## src/rtl/branch_train_queue_pkg.sv

```systemverilog
// Shared branch-predictor types and default sizes for the
// in-flight branch training queue.
package branch_train_queue_pkg;

    localparam int BTQ_DEPTH  = 8;
    localparam int BTQ_PC_W   = 7;
    localparam int BTQ_HIST_W = 7;

    typedef struct packed {
        logic                  valid;
        logic                  resolved;
        logic                  pred_taken;
        logic                  taken;
        logic [BTQ_PC_W-1:0]   pc;
        logic [BTQ_HIST_W-1:0] history;
    } btq_entry_t;

endpackage

```

## src/rtl/branch_train_queue.sv

```systemverilog
// In-order branch training queue: records predictions, accepts
// out-of-order resolutions and retires to the gshare train port.
module branch_train_queue
    import branch_train_queue_pkg::*;
#(
    parameter int DEPTH  = BTQ_DEPTH,
    parameter int PC_W   = BTQ_PC_W,
    parameter int HIST_W = BTQ_HIST_W,
    localparam int TW    = $clog2(DEPTH),
    localparam int CW    = TW + 1
) (
    input  logic              clk,
    input  logic              rst_n,
    input  logic              alloc_valid,
    output logic              alloc_ready,
    input  logic [PC_W-1:0]   alloc_pc,
    input  logic [HIST_W-1:0] alloc_history,
    input  logic              alloc_pred_taken,
    output logic [TW-1:0]     alloc_tag,
    input  logic              resolve_valid,
    input  logic [TW-1:0]     resolve_tag,
    input  logic              resolve_taken,
    output logic              train_valid,
    output logic              train_taken,
    output logic              train_mispredicted,
    output logic [PC_W-1:0]   train_pc,
    output logic [HIST_W-1:0] train_history,
    output logic [CW-1:0]     count
);

    btq_entry_t        q [DEPTH];
    logic [TW-1:0]     head;
    logic [TW-1:0]     tail;
    btq_entry_t        head_e;
    logic              pop;
    logic              squash;
    logic              alloc_fire;
    logic              res_ok;

    assign head_e      = q[head];
    assign pop         = head_e.valid && head_e.resolved;
    assign squash      = pop && (head_e.taken != head_e.pred_taken);
    assign alloc_ready = (count != CW'(DEPTH)) && !squash;
    assign alloc_fire  = alloc_valid && alloc_ready;
    assign alloc_tag   = tail;
    assign res_ok      = resolve_valid
                      && q[resolve_tag].valid
                      && !q[resolve_tag].resolved;

    always_ff @(posedge clk or negedge rst_n) begin
        if (!rst_n) begin
            head               <= '0;
            tail               <= '0;
            count              <= '0;
            train_valid        <= 1'b0;
            train_taken        <= 1'b0;
            train_mispredicted <= 1'b0;
            train_pc           <= '0;
            train_history      <= '0;
            for (int i = 0; i < DEPTH; i++) begin
                q[i] <= '0;
            end
        end else begin
            train_valid <= pop;
            if (pop) begin
                train_taken        <= head_e.taken;
                train_mispredicted <= squash;
                train_pc           <= head_e.pc;
                train_history      <= head_e.history;
            end

            if (res_ok) begin
                q[resolve_tag].resolved <= 1'b1;
                q[resolve_tag].taken    <= resolve_taken;
            end

            if (alloc_fire) begin
                q[tail] <= '{
                    valid:      1'b1,
                    resolved:   1'b0,
                    pred_taken: alloc_pred_taken,
                    taken:      1'b0,
                    pc:         alloc_pc,
                    history:    alloc_history
                };
            end

            if (pop) begin
                q[head].valid <= 1'b0;
            end

            // a wrong-path head kills everything younger, including
            // any resolve landing on those slots this cycle
            if (squash) begin
                for (int i = 0; i < DEPTH; i++) begin
                    q[i].valid <= 1'b0;
                end
            end

            if (squash) begin
                head  <= head + 1'b1;
                tail  <= head + 1'b1;
                count <= '0;
            end else begin
                if (pop) begin
                    head <= head + 1'b1;
                end
                if (alloc_fire) begin
                    tail <= tail + 1'b1;
                end
                unique case ({alloc_fire, pop})
                    2'b10:   count <= count + CW'(1);
                    2'b01:   count <= count - CW'(1);
                    default: count <= count;
                endcase
            end
        end
    end

endmodule

```

## config.mk

```make
export PLATFORM = sky130hd
export DESIGN_NAME = branch_train_queue
export DESIGN_NICKNAME = d
export VERILOG_FILES = /design/src/rtl/branch_train_queue_pkg.sv /design/src/rtl/branch_train_queue.sv
export SDC_FILE = /design/constraint.sdc
export NUM_CORES = 1
export LEC_CHECK = 0
export BUFFER_PORTS_ARGS = -buffer_cell sky130_fd_sc_hd__buf_4
export CORE_MARGIN = 8
export CORE_UTILIZATION = 55
export CTS_BUF_LIST = sky130_fd_sc_hd__clkbuf_16
export DETAILED_ROUTE_END_ITERATION = 7
export GPL_TIMING_DRIVEN = 0
export PLACE_DENSITY_LB_ADDON = 0.05
export SYNTH_ARGS = -nofsm -noshare
export SYNTH_HDL_FRONTEND = slang
export SYNTH_SLANG_ARGS = --single-unit
```

## constraint.sdc

```tcl
create_clock -name clk -period 3 [get_ports clk]
set_clock_uncertainty 0.15 [all_clocks]
set_input_delay 0.6 -clock clk [delete_from_list [all_inputs] [get_ports clk]]
set_output_delay 0.6 -clock clk [all_outputs]
set_load 0.005 [all_outputs]
```

==> impl_metrics.toml, run 1 <==
[drt]
highest_layer = "met4"
drt_wl_total_um = 21900
dr_wl_met3_um = 1200
wl_per_cell_um = 24.5
met1Wirelength_um = 9200
wl_met2_um = 10900
via_count = 5364
drt-vias-per-instance = 6.00
drc = 0
detailedRoute.firstPassIterationCount = 4
antenna_violating_nets_post_route = 0
first_iter_violations = 338

[cts]
worst_setup_hold_path_clk_slew_ns = 0.07
clk_path_buf_depth = 2
cts_buffers = 17
cts.sink_count = 171
clock-root-buffer = "sky130_fd_sc_hd__clkbuf_16"
h_tree_lvls = 4
worstSkewPairLatency_ns = 0.43
cts_tree = "done"

[place]
io_buffers = 47
place_hpwl_um = 12700
placed_instance_count = 804
globalplace.congestion = 0.837

[finish]
synthToLayoutAreaGrowth_pct = 30.5
diodes = 0
layout.cells.non_filler = 894
nets = 724
final_core_util = 0.727
final_layout_size_suffix_gt1_frac = 0.473

[timing]
setup_total_negative_slack_ns = -4.13
layout_min_cycle_time_ns = 3.18
clock.fmax_mhz = 314
hold_viol = 0
setup_viol = 86
layout_worst_path_cycle_share = 1.06
slew-limit-headroom = 0.370
worst_pin_slew_ns = 0.945
rsz0062_at_grt = "true"
timing.final.max_slew_violations = 0
final.hold.worst_slack_ns = 0.0434
layout_setup_ws_ns = -0.182

[power]
sw_frac_of_total = 0.347
p_comb_frac = 0.509
power.internal_uw = 8690
power_frac_seq = 0.312
max-vdd-ir-drop_v = 0.000616
fin_total_pwr_uw = 13300
p_leak_uw = 0.00472
clkPwrFrac = 0.179
power_per_cell_area_nw_per_um2 = 1270
switching_power_uw = 4620

[run_status]
status = "complete, but fails checks"
violations = "negative setup slack"

[synth]
async_reset_ff_frac = 1.00
area_share_of_the_largest_cell_type_after_synthesis = 0.532
ys_ff_latch = 171
post_synth_inst_count = 572
netlist_top_cells_area = "sky130_fd_sc_hd__dfrtp_1 (53%), sky130_fd_sc_hd__mux2_2 (16%), sky130_fd_sc_hd__mux4_2 (9.0%)"
synth_sequential_area_ratio = 0.532
yosysUniqueCellTypes = 56
count_of_flip_flops_with_a_built_in_enable_after_synthesis = 0
yosys_warnings = 0
post_synthesis_cell_area_um2 = 8040
synth_area_per_cell_um2 = 14.1
postSynth.topFlopCell = "sky130_fd_sc_hd__dfrtp_1"
mappedNetlistNets = 599
synthDominantAreaCellType = "sky130_fd_sc_hd__dfrtp_1"

[setup_path]
worst_path_max_delay_cell = "sky130_fd_sc_hd__mux4_2"
worst_setup_sp_type = "flip-flop"
worst_setup_path_end_kind = "flip-flop"
crit_fanout = 4
worst_ep_arrival_time_ns = 3.38
crit_chain = "buf_8 -> mux4_2 -> mux2i_4 -> xnor2_4 -> buf_6 -> a21oi_4 -> ha_4 -> nand2_1 -> a211o_1 -> nand4b_1 -> mux2_4 -> a22oi_2"
critPathKind = "flip-flop to flip-flop"
critical_path.max_stage_delay_ns = 0.54
cp.required_ns = 3.20

[die]
die_height_um = 137
initial_core_util = 0.557
floorplan.io_pins = 48
die_x_um = 137
design.core.area_um2 = 14400
die-area_um2 = 18700
rows = 44

[global_routing]
largest_net_degree_at_the_start_of_global_routing = 93
grt-ovfl-total = 0
grt_first_pass_wirelength_um = 32600
globalRouteTotalUtil = 0.235
number_of_antenna_violations_at_the_first_check_in_global_routing = 0
vias_in_the_first_global_route = 5609

[hold_path]
hold_path_class = "input pin to asynchronous set/reset pin"

[run]
cap_violations = 0
[Yosys cell counts (3+ instances only)]
master / n
sky130_fd_sc_hd__dfrtp_1: 171
sky130_fd_sc_hd__mux2_2: 117
sky130_fd_sc_hd__nand2_1: 36
sky130_fd_sc_hd__mux4_2: 32
sky130_fd_sc_hd__nor2_1: 27
sky130_fd_sc_hd__mux2i_1: 24
sky130_fd_sc_hd__o21ai_0: 21
sky130_fd_sc_hd__clkbuf_1: 14
sky130_fd_sc_hd__inv_1: 11
sky130_fd_sc_hd__a21oi_1: 9
sky130_fd_sc_hd__buf_2: 8
sky130_fd_sc_hd__mux2_4: 7
sky130_fd_sc_hd__nand3_1: 7
sky130_fd_sc_hd__nand3b_1: 6
sky130_fd_sc_hd__o211ai_1: 5
sky130_fd_sc_hd__buf_1: 4
sky130_fd_sc_hd__buf_4: 4
sky130_fd_sc_hd__buf_6: 4
sky130_fd_sc_hd__ha_1: 4
sky130_fd_sc_hd__o21a_1: 4
sky130_fd_sc_hd__xnor2_1: 4
sky130_fd_sc_hd__a22oi_1: 3
sky130_fd_sc_hd__a311oi_1: 3
sky130_fd_sc_hd__nand4_1: 3
sky130_fd_sc_hd__nor3b_1: 3
sky130_fd_sc_hd__xor2_1: 3
[power by group through the flow]
stage          combinational, uW  clock [uW]  sequential [uW]
2_1_floorplan               3740           0             3910
3_3_place_gp                4960           0             4040
3_5_place_dp                5110           0             4110
4_1_cts                     6190        2410             4100
5_1_grt                     7220        2500             4260
6_report                    6780        2380             4150
[final timing paths]
check | start | end | slack (ns) | cells after the start
max | head[0] | count[3] | -0.18 | 12
min | rst_n | asynchronous set/reset pin | 0.04 | 1
max reg2reg | head[0] | count[3] | -0.18 | 12
min reg2reg | train_history[3] | train_history[3] | 0.33 | 2
max in group asynchronous | rst_n | asynchronous set/reset pin | 1.81 | 2
min in group clk | alloc_history[4] | flip-flop | 0.31 | 2
[timing repair]
item | 4_1_cts | 5_1_grt
buffers inserted | 36 | 17
pin swaps | 14 | 12
resized for setup | 86 | 81
cloned | 1 | 7
hold buffers | 0 | 0
endpoints found under the setup margin | 165 | 134
[worst max-delay path: cells and delay by family (launching register included)]
family | cells | cell delay (ns)
mux | 3 | 1.08
buf+inv | 2 | 0.27
simple gates | 2 | 0.19
xor+xnor | 1 | 0.15
fa+ha+maj | 1 | 0.33
compound gates | 3 | 0.50
flops | 1 | 0.43
[per-layer routing]
layer / track usage / up-vias
li1: - / 2359
met4: 0.101 / 0
met2: 0.384 / 132
met1: 0.297 / 2837
met5: 0 / -
met3: 0.0543 / 36
[logic make-up (layout without fill, tap and decap cells)]
group / Yosys count / count (layout) / share of synthesized area
multiplexers: 182 / 182 / 0.302
AND/OR/NAND/NOR: 101 / 101 / 0.0711
flip-flops: 171 / 171 / 0.532
adder cells (fa/ha/maj): 4 / 4 / 0.00623
AO/OA/AOI/OAI: 61 / 61 / 0.0492
buffers and inverters: 45 / 183 / 0.0279
XOR/XNOR: 8 / 8 / 0.0111
[placed cells by master, fill, tap and decap left out, drive strengths merged, types with 3 or more instances in the layout]
cell	count
o21ai	21
mux2i	26
a22oi	3
nand3	7
mux4	32
xnor2	5
nand3b	7
buf	122
o211ai	5
xor2	3
o21a	4
nand2	36
nor3b	4
clkbuf	35
nor2	28
ha	4
nand4	3
nor4b	3
dfrtp	171
clkinv	7
mux2	124
a311oi	3
a21oi	9
inv	15
bufinv	4
[through the flow]
stage	setup slack (ns)	area (um^2)
after floorplan	-0.0757	8050
after global placement	-0.810	8630
after detailed placement	-0.858	8660
after CTS	-0.210	9980
after global routing	-0.275	10500
final	-0.182	10500
[area by class of cell]
cell class	instances	area, um^2
Buffer	32	277
Clock buffer	17	425
Inverter	11	41.3
Multi-Input combinational cell	356	3910
Fill cell	933	3940
Tap cell	184	230
Sequential cell	171	4280
Clock inverter	15	215
Timing Repair Buffer	108	1100
Power figures use the tool's default switching activity.
==> run 2, diff against run 1 <==
CORE_UTILIZATION = 57   (was 55)
CTS_BUF_LIST = sky130_fd_sc_hd__clkbuf_4 sky130_fd_sc_hd__clkbuf_8   (was sky130_fd_sc_hd__clkbuf_16)
==> impl_metrics.toml, run 2 (synthesis gave the netlist of run 1 again) <==
[power]
power_per_cell_area_nw_per_um2 = 1260
power_frac_seq = 0.324
clkPwrFrac = 0.143
p_comb_frac = 0.533
sw_frac_of_total = 0.358
p_leak_uw = 0.00452
power.internal_uw = 8190
max-vdd-ir-drop_v = 0.000576
switching_power_uw = 4570

[setup_path]
crit_fanout = 4
worst_setup_path_end_kind = "flip-flop"
cp.required_ns = 3.24
worst_ep_arrival_time_ns = 3.56
worst_setup_sp_type = "flip-flop"
critPathKind = "flip-flop to flip-flop"

[drt]
via_count = 5457
drc = 0
wl_per_cell_um = 24.2
antenna_violating_nets_post_route = 0
drt-vias-per-instance = 6.17
drt_wl_total_um = 21400
first_iter_violations = 444
detailedRoute.firstPassIterationCount = 5

[timing]
clock.fmax_mhz = 301
layout_setup_ws_ns = -0.318
final.hold.worst_slack_ns = 0.272
timing.final.max_slew_violations = 0
slew-limit-headroom = 0.370
worst_pin_slew_ns = 0.944
hold_viol = 0
setup_total_negative_slack_ns = -12.74
layout_min_cycle_time_ns = 3.32
setup_viol = 99
rsz0062_at_grt = "true"
layout_worst_path_cycle_share = 1.11

[cts]
clk_path_buf_depth = 2
worst_setup_hold_path_clk_slew_ns = 0.09
h_tree_lvls = 4
worstSkewPairLatency_ns = 0.47
cts_tree = "done"
clock-root-buffer = "sky130_fd_sc_hd__clkbuf_8"
cts_buffers = 17
cts.sink_count = 171

[die]
die-area_um2 = 18200
rows = 43
floorplan.io_pins = 48
die_x_um = 135
die_height_um = 135
design.core.area_um2 = 13800
initial_core_util = 0.581

[finish]
diodes = 0
mostFrequentLayoutCell = "sky130_fd_sc_hd__dfrtp_1"
synthToLayoutAreaGrowth_pct = 26.0
final_layout_size_suffix_gt1_frac = 0.476
nets = 720
mostFrequentLayoutCells = "sky130_fd_sc_hd__dfrtp_1 (170), sky130_fd_sc_hd__buf_4 (71), sky130_fd_sc_hd__mux2_2 (63)"
layout.filler_cells = 858

[global_routing]
grt_first_pass_wirelength_um = 31700
number_of_antenna_violations_at_the_first_check_in_global_routing = 0
grt-ovfl-total = 0
vias_in_the_first_global_route = 5582
largest_net_degree_at_the_start_of_global_routing = 113
globalRouteTotalUtil = 0.232

[place]
place_hpwl_um = 12500
dp_slack_ns = -0.832
io_buffers = 47
globalplace.congestion = 0.850

[run_status]
status = "complete, but fails checks"
violations = "negative setup slack"

[run]
cap_violations = 0

[hold_path]
hold_path_class = "input pin to flip-flop"
run 2: changes by cell type in the layout (fill, tap and decap cells not counted), sizes merged:
cell	delta
clkbuf	+2
buf	-4
dlygate4sd3	+1
clkinvlp	+2
inv	-2
clkinv	-6
clkdlybuf4s15	+1
run 2: area by class of cell:
| cell class | instances | area, um^2 | area share |
|---|---|---|---|
| well taps | 180 | 225 | 0.0222 |
| clock buffers | 21 | 277 | 0.0273 |
| repair buffers | 103 | 1020 | 0.100 |
| flip-flops and latches | 171 | 4280 | 0.423 |
| plain buffers | 33 | 277 | 0.0273 |
| clock inverters | 9 | 161 | 0.0159 |
| multi-input cells | 356 | 3850 | 0.380 |
| inverters | 11 | 41.3 | 0.00408 |
run 2: what timing repair did:
| item | CTS | global route |
|---|---|---|
| endpoints found under the hold margin | 59 | 0 |
| hold buffers | 1 | 0 |
| setup endpoints to repair | 165 | 111 |
| buffers inserted | 31 | 22 |
| gates cloned | 1 | 2 |
| gates resized for setup | 42 | 108 |
| pin swaps | 13 | 12 |
run 2: routing by layer:
| metal | vias to the layer above | global-route usage | wire length [um] |
|---|---|---|---|
| met5 | - | 0 | 0 |
| met4 | 0 | 0.107 | 649 |
| met3 | 51 | 0.0594 | 1150 |
| met2 | 194 | 0.373 | 10500 |
| met1 | 2871 | 0.290 | 9090 |
| li1 | 2341 | - | - |
run 2: worst paths after layout:
kind,start,to,slack [ns],depth (start not counted)
setup reg to reg,head[0],count[3],-0.32,13
max in group asynchronous,rst_n,head[0],1.31,3
setup / recovery,head[0],count[3],-0.32,13
hold reg to reg,train_history[2],train_history[2],0.34,2
hold / removal,alloc_pc[0],flip-flop,0.27,2
min in group asynchronous,rst_n,train_history[2],0.50,2
run 2: worst max-delay path, stage by stage, from the launching register on:
cell and delay [ns]:
sky130_fd_sc_hd__dfrtp_2 0.44, sky130_fd_sc_hd__buf_8 0.14, sky130_fd_sc_hd__mux4_2 0.53, sky130_fd_sc_hd__mux2i_4 0.23, sky130_fd_sc_hd__xnor2_4 0.17, sky130_fd_sc_hd__buf_6 0.13
sky130_fd_sc_hd__buf_6 0.10, sky130_fd_sc_hd__a21oi_4 0.05, sky130_fd_sc_hd__ha_4 0.32, sky130_fd_sc_hd__nand2_2 0.05, sky130_fd_sc_hd__a211o_1 0.32, sky130_fd_sc_hd__nand4b_1 0.15
sky130_fd_sc_hd__mux2_4 0.32, sky130_fd_sc_hd__a22oi_2 0.11
run 2: metrics by stage:
step | util | total power [uW] | cell area [um^2] | instances
after floorplan | - | 7650 | 8050 | 572
after global placement | 0.624 | 8990 | 8620 | 799
after detailed placement | 0.626 | 9210 | 8660 | 800
after CTS | 0.692 | 11800 | 9570 | 863
after global routing | 0.732 | 13400 | 10100 | 884
final | 0.732 | 12800 | 10100 | 884
run 2: power by group through the flow:
stage                     sequential (uW)  combinational, uW  clock [uW]
after global routing                 4250               7220        1920
final                                4130               6800        1820
after global placement               4030               4960           0
after detailed placement             4110               5100           0
after floorplan                      3910               3740           0
after CTS                            4080               5850        1830
